**config.mk**
```make
export PLATFORM = sky130hd
export DESIGN_NAME = fetch_unit_flat
export DESIGN_NICKNAME = d
export VERILOG_FILES = /design/src/rtl/fetch_unit_if.sv /design/src/rtl/fetch_unit.sv /design/src/flat_wrapper.sv
export SDC_FILE = /design/constraint.sdc
export NUM_CORES = 1
export LEC_CHECK = 0
export ABC_AREA = 0
export CAP_MARGIN = 20
export CORE_MARGIN = 2
export CORE_UTILIZATION = 41
export CTS_CLUSTER_DIAMETER = 100
export DETAILED_ROUTE_END_ITERATION = 8
export PLACE_DENSITY = 0.78
export SLEW_MARGIN = 20
export SYNTH_ARGS = -nofsm -noshare
export SYNTH_HDL_FRONTEND = slang
export SYNTH_SLANG_ARGS = --single-unit
```
**constraint.sdc**
```tcl
create_clock -name clk -period 1.9 [get_ports clk]
set_clock_uncertainty 0.1 [all_clocks]
set_input_delay 0.285 -clock clk [delete_from_list [all_inputs] [get_ports clk]]
set_output_delay 0.285 -clock clk [all_outputs]
set_load 0.01 [all_outputs]
```
**src/rtl/fetch_unit_if.sv**
```systemverilog
// rtl/fetch_unit_if.sv - Fetch-stage bundle: PC, instruction ROM and decoder handshake signals.
interface fetch_unit_if #(
  parameter int ADDR_W  = 4,
  parameter int INSTR_W = 8,
  parameter int CNT_W   = 8
);
  logic [ADDR_W-1:0]         pc_in;
  logic                      pc_en;
  logic                      halt;
  logic [ADDR_W-1:0]         mem_addr;
  logic                      mem_rd;
  logic [INSTR_W-1:0]        mem_data;
  logic [INSTR_W-1:0]        ir_out;
  logic [INSTR_W-ADDR_W-1:0] opcode;
  logic [ADDR_W-1:0]         operand;
  logic                      ir_valid;
  logic                      ir_ready;
  logic [CNT_W-1:0]          instr_cnt;

  modport master (
    input  pc_in, halt, mem_data, ir_ready,
    output pc_en, mem_addr, mem_rd, ir_out, opcode, operand, ir_valid, instr_cnt
  );

  modport slave (
    output pc_in, halt, mem_data, ir_ready,
    input  pc_en, mem_addr, mem_rd, ir_out, opcode, operand, ir_valid, instr_cnt
  );
endinterface

```
**src/rtl/fetch_unit.sv**
```systemverilog
// rtl/fetch_unit.sv - Four-state instruction fetch: PC -> MAR -> ROM read -> IR -> decoder handshake.
module fetch_unit #(
  parameter int ADDR_W  = 4,
  parameter int INSTR_W = 8,
  parameter int CNT_W   = 8
) (
  input  logic         clk,
  input  logic         res,
  fetch_unit_if.master bus
);

  typedef enum logic [1:0] {
    S_ADDR  = 2'd0,
    S_READ  = 2'd1,
    S_LATCH = 2'd2,
    S_HOLD  = 2'd3
  } state_t;

  state_t             r_state;
  logic [ADDR_W-1:0]  r_mem_addr;
  logic               r_mem_rd;
  logic               r_pc_en;
  logic               r_ir_valid;
  logic [INSTR_W-1:0] r_ir_out;
  logic [CNT_W-1:0]   r_instr_cnt;

  // Strobes are registered alongside the next state so each equals a decode of r_state.
  always_ff @(posedge clk) begin
    if (res) begin
      r_state     <= S_ADDR;
      r_mem_addr  <= '0;
      r_mem_rd    <= 1'b0;
      r_pc_en     <= 1'b0;
      r_ir_valid  <= 1'b0;
      r_ir_out    <= '0;
      r_instr_cnt <= '0;
    end else begin
      case (r_state)
        S_ADDR: begin
          if (!bus.halt) begin
            r_mem_addr <= bus.pc_in;
            r_mem_rd   <= 1'b1;
            r_state    <= S_READ;
          end
        end
        S_READ: begin
          r_mem_rd <= 1'b0;
          r_pc_en  <= 1'b1;
          r_state  <= S_LATCH;
        end
        S_LATCH: begin
          r_ir_out    <= bus.mem_data;
          r_instr_cnt <= r_instr_cnt + CNT_W'(1);
          r_pc_en     <= 1'b0;
          r_ir_valid  <= 1'b1;
          r_state     <= S_HOLD;
        end
        S_HOLD: begin
          if (bus.ir_ready) begin
            r_ir_valid <= 1'b0;
            r_state    <= S_ADDR;
          end
        end
        default: begin
          r_mem_rd   <= 1'b0;
          r_pc_en    <= 1'b0;
          r_ir_valid <= 1'b0;
          r_state    <= S_ADDR;
        end
      endcase
    end
  end

  assign bus.mem_addr  = r_mem_addr;
  assign bus.mem_rd    = r_mem_rd;
  assign bus.pc_en     = r_pc_en;
  assign bus.ir_valid  = r_ir_valid;
  assign bus.ir_out    = r_ir_out;
  assign bus.opcode    = r_ir_out[INSTR_W-1:ADDR_W];
  assign bus.operand   = r_ir_out[ADDR_W-1:0];
  assign bus.instr_cnt = r_instr_cnt;

endmodule

```
**src/flat_wrapper.sv**
```systemverilog
// flat-port wrapper written by rule: the top's interface ports become plain ports
module fetch_unit_flat 
#(
  parameter int ADDR_W  = 4,
  parameter int INSTR_W = 8,
  parameter int CNT_W   = 8
)
  (clk, res, bus_pc_in, bus_halt, bus_mem_data, bus_ir_ready, bus_pc_en, bus_mem_addr, bus_mem_rd, bus_ir_out, bus_opcode, bus_operand, bus_ir_valid, bus_instr_cnt);
  fetch_unit_if #(.ADDR_W(ADDR_W), .INSTR_W(INSTR_W), .CNT_W(CNT_W)) bus_i ();
  input  logic clk;
  input  logic res;
  input wire logic [$bits(bus_i.pc_in)-1:0] bus_pc_in;
  input wire logic [$bits(bus_i.halt)-1:0] bus_halt;
  input wire logic [$bits(bus_i.mem_data)-1:0] bus_mem_data;
  input wire logic [$bits(bus_i.ir_ready)-1:0] bus_ir_ready;
  output wire logic [$bits(bus_i.pc_en)-1:0] bus_pc_en;
  output wire logic [$bits(bus_i.mem_addr)-1:0] bus_mem_addr;
  output wire logic [$bits(bus_i.mem_rd)-1:0] bus_mem_rd;
  output wire logic [$bits(bus_i.ir_out)-1:0] bus_ir_out;
  output wire logic [$bits(bus_i.opcode)-1:0] bus_opcode;
  output wire logic [$bits(bus_i.operand)-1:0] bus_operand;
  output wire logic [$bits(bus_i.ir_valid)-1:0] bus_ir_valid;
  output wire logic [$bits(bus_i.instr_cnt)-1:0] bus_instr_cnt;
  assign bus_i.pc_in = bus_pc_in;
  assign bus_i.halt = bus_halt;
  assign bus_i.mem_data = bus_mem_data;
  assign bus_i.ir_ready = bus_ir_ready;
  assign bus_pc_en = bus_i.pc_en;
  assign bus_mem_addr = bus_i.mem_addr;
  assign bus_mem_rd = bus_i.mem_rd;
  assign bus_ir_out = bus_i.ir_out;
  assign bus_opcode = bus_i.opcode;
  assign bus_operand = bus_i.operand;
  assign bus_ir_valid = bus_i.ir_valid;
  assign bus_instr_cnt = bus_i.instr_cnt;
  fetch_unit #(.ADDR_W(ADDR_W), .INSTR_W(INSTR_W), .CNT_W(CNT_W)) u_core (.clk(clk), .res(res), .bus(bus_i));
endmodule
```
==> summary by stage <==
Detailed routing
The via count normalized by instance count is 5.01. The routed layout has 937 vias. The per-cell routed wire length is 12.1 um. For this run, the detailed router's first-pass iteration total came to 4.

In the routed design, unresolved DRC markers number 0. The overall routed net length is 2.25 mm. The detail route stage leaves a number of antenna-violating nets equal to 0.

The first-iteration detailed-routing DRC count is 9.

Worst setup path
The arrival time at the worst endpoint is 1.35 ns. The worst setup path is launched from a flip-flop. STA classifies the critical path endpoint as a primary output.

The dominant delay contributor by cell family on the critical path is buffers and inverters. The setup path with the least slack is of type reg2out. The largest stage delay on the critical path is 0.58 ns. The number of buffers and inverters on the critical path is 1. The slowest stage of the critical path belongs to the cell sky130_fd_sc_hd__clkdlybuf4s50_1. Traced cell by cell, the critical path runs through clkdlybuf4s50_1. Along the worst path, the maximum fanout reaches 6. The data required time at the worst endpoint is 1.51 ns.

Finish
The summed area of non-filler cells in the final layout is 1570 sq um. Relative to the synthesized area, the layout overhead comes to 42.4%. Of the cells placed in the final design, the portion with a size suffix greater than 1 is 0.0510. The number of standard cells in the layout, taps in and fillers out is 187. The repair_antennas step left the layout with diodes totalling 0. Across the whole layout, storage elements account for 500 sq um. The number of nets in the layout is 180. The area of the multi-input gates is 497 sq um. The post-layout utilization of the core is 0.627. Fill cells in the final layout number 220.

Yosys
For this run, the number of Yosys warnings is 0. The area of the mapped netlist is 1100 sq um. After synthesis the netlist holds a flip-flop and latch count of 25.

The net count after synthesis is 139. The part of the Yosys area used for sequential elements is 0.455. Synthesis handed over a netlist of 117 instances. The count of cell types in the netlist is 24. The average cell area after synthesis is 9.40 sq um.

Global route
The wire length of the first global-routing pass is 4.04 mm. The number of global-route vias before repair came to 952. For this run the aggregate overflow at the end of global routing stands at 0. The number of antenna violations at the first check in global routing came to 0. For this run, the total global-route usage over all layers was measured as 0.158. Entering global routing, the biggest net connects 26 pins.

STA
The slew at the pin with the worst max-slew slack is 0.267 ns. The headroom to the max-slew limit is 0.822. Setup slack on the critical path of the routed design comes to 0.168 ns.

Dividing the final minimum period by the clock period gives 0.912. The post-route setup TNS is 0 ns. Setup repair after global routing left no endpoint under its margin. The number of endpoints with negative hold slack in the final report is 0.

The highest attainable clock frequency is 577 MHz. The final critical delay including setup and external delays is 1.73 ns. The count of pins over their slew limit is 0. The worst hold slack is 0.394 ns.

The final count of negative-setup-slack endpoints is 0.

Die
Row generation in the floorplan step produced 18 rows. The area inside the core boundary is 2500 sq um. For this design the top-level I/O count stands at 47. The die covers 3110 sq um.

The die extent in x is 55.8 um. The effective utilization at floorplan is 0.440. The die height is 55.8 um.

Status
The flow ran to the end, and the final reports show no timing, DRC or antenna violations.

Clock tree
The number of buffers between clock root and the deepest sink is 2. In this run, post-CTS hold repair placed 0 buffers. The clock latency at the later pin of the worst-skew pair is 0.31 ns. The root cell of the clock tree is sky130_fd_sc_hd__clkbuf_4. The sink count of the clock tree is 25. The clock-pin slew on the worst setup and hold paths is 0.13 ns. The setup fix buffers added after clock tree synthesis is 0. The CTS H-tree depth is 1. The number of buffers added by the clock tree synthesis step is 3. The total of cells resized after clock tree synthesis is 0. TritonCTS built the clock tree.

Power
The largest vdd supply drop is 0.000766 V. In this run the power density over the cells is 1130 nW/um^2. The power after layout is 1.77 mW. In this run the static leakage power is 0.585 nW.

Placed design
The count of port buffers added during placement is 46. The count of placed standard cells including taps is 183. Timing analysis after detailed placement gives a worst setup slack of 0.341 ns. The global placer's final weighted congestion is 0.742. The cell area after placement is 1540 sq um. The HPWL reported at the end of detailed placement is 1.69 mm.

Job
The tool flagged a number of max-cap violations equal to 0.

Hold path
The classification of the worst-slack hold path is reg2reg.
-- synthesized netlist by cell type --
library cell,n,area [sq um]
sky130_fd_sc_hd__dfxtp_1,25,500
sky130_fd_sc_hd__nor2_1,20,75.1
sky130_fd_sc_hd__mux2i_1,14,140
sky130_fd_sc_hd__buf_4,9,67.6
sky130_fd_sc_hd__nand2_1,7,26.3
sky130_fd_sc_hd__a21oi_1,6,30.0
sky130_fd_sc_hd__ha_1,6,75.1
sky130_fd_sc_hd__clkbuf_1,4,15.0
sky130_fd_sc_hd__inv_1,4,15.0
sky130_fd_sc_hd__nand4_1,4,25.0
sky130_fd_sc_hd__xor2_1,3,26.3
sky130_fd_sc_hd__o21ai_0,2,10.0
sky130_fd_sc_hd__or3_1,2,12.5
sky130_fd_sc_hd__a21bo_2,1,10.0
sky130_fd_sc_hd__a21o_1,1,7.51
sky130_fd_sc_hd__a2bb2oi_1,1,8.76
sky130_fd_sc_hd__a311oi_1,1,8.76
sky130_fd_sc_hd__buf_2,1,5.00
sky130_fd_sc_hd__nand2b_1,1,6.26
sky130_fd_sc_hd__nand3_1,1,5.00
sky130_fd_sc_hd__nor2b_1,1,6.26
sky130_fd_sc_hd__o31ai_1,1,7.51
sky130_fd_sc_hd__or4_1,1,7.51
sky130_fd_sc_hd__xnor2_1,1,8.76
-- cell families after synthesis --
kind of cell / Yosys count / share of synthesized area
muxes: 14 / 0.127
buffers and inverters: 18 / 0.0933
and+or+nand+nor: 37 / 0.149
DFF: 25 / 0.455
adders and majority gates: 6 / 0.0683
AOI/OAI and AO/OA: 13 / 0.0751
xor gates and xnor gates: 4 / 0.0319
-- cells in the final DEF, fill, tap and decap left out --
master,instances
sky130_fd_sc_hd__a21bo_2,1
sky130_fd_sc_hd__a21o_1,1
sky130_fd_sc_hd__a21oi_1,6
sky130_fd_sc_hd__a2bb2oi_1,1
sky130_fd_sc_hd__a311oi_1,1
sky130_fd_sc_hd__buf_4,4
sky130_fd_sc_hd__clkbuf_1,1
sky130_fd_sc_hd__clkbuf_4,3
sky130_fd_sc_hd__clkdlybuf4s50_1,46
sky130_fd_sc_hd__dfxtp_1,25
sky130_fd_sc_hd__ha_1,6
sky130_fd_sc_hd__inv_1,4
sky130_fd_sc_hd__mux2i_1,14
sky130_fd_sc_hd__nand2_1,7
sky130_fd_sc_hd__nand2b_1,1
sky130_fd_sc_hd__nand3_1,1
sky130_fd_sc_hd__nand4_1,4
sky130_fd_sc_hd__nor2_1,20
sky130_fd_sc_hd__nor2b_1,1
sky130_fd_sc_hd__o21ai_0,2
sky130_fd_sc_hd__o31ai_1,1
sky130_fd_sc_hd__or3_1,2
sky130_fd_sc_hd__or4_1,1
sky130_fd_sc_hd__xnor2_1,1
sky130_fd_sc_hd__xor2_1,3
-- state kept, by name, summed over array words and instances (netlist names) --
signal and flops:
u_core.bus.instr_cnt 8, u_core.bus.ir_out 8, u_core.bus.mem_addr 4, u_core.r_state 2, u_core.bus.ir_valid 1, u_core.bus.mem_rd 1
u_core.bus.pc_en 1
-- final timing paths --
path	cells past startpoint	slack, ns	startpoint	endpoint
setup reg to reg	5	0.31	u_core.r_state[0]	u_core.bus.instr_cnt[7]
setup / recovery	1	0.17	u_core.bus.instr_cnt[0]	bus_instr_cnt[0]
hold / removal	2	0.39	u_core.bus.instr_cnt[7]	u_core.bus.instr_cnt[7]
hold reg to reg	2	0.39	u_core.bus.instr_cnt[7]	u_core.bus.instr_cnt[7]
-- cell type report --
class | instances | area share
tap | 30 | 0.0240
timing repair buffer | 50 | 0.313
clock buffer | 4 | 0.0168
inverter | 4 | 0.00958
multi-input combinational | 74 | 0.317
sequential | 25 | 0.319
-- power breakdown --
group	switching [mW]	internal, mW	leakage [nW]
Clock	0.150	0.0820	0.0150
Combinational	0.354	0.463	0.366
Sequential	0.0871	0.634	0.204
-- layer usage --
layer,vias up,part of all wire,global-route usage
met5,-,0,0
met4,0,0.0058,0.0627
met3,2,0.067,0.0302
met2,29,0.47,0.272
met1,444,0.45,0.194
li1,462,-,-
Note: power is estimated with default switching activity, not from simulation.
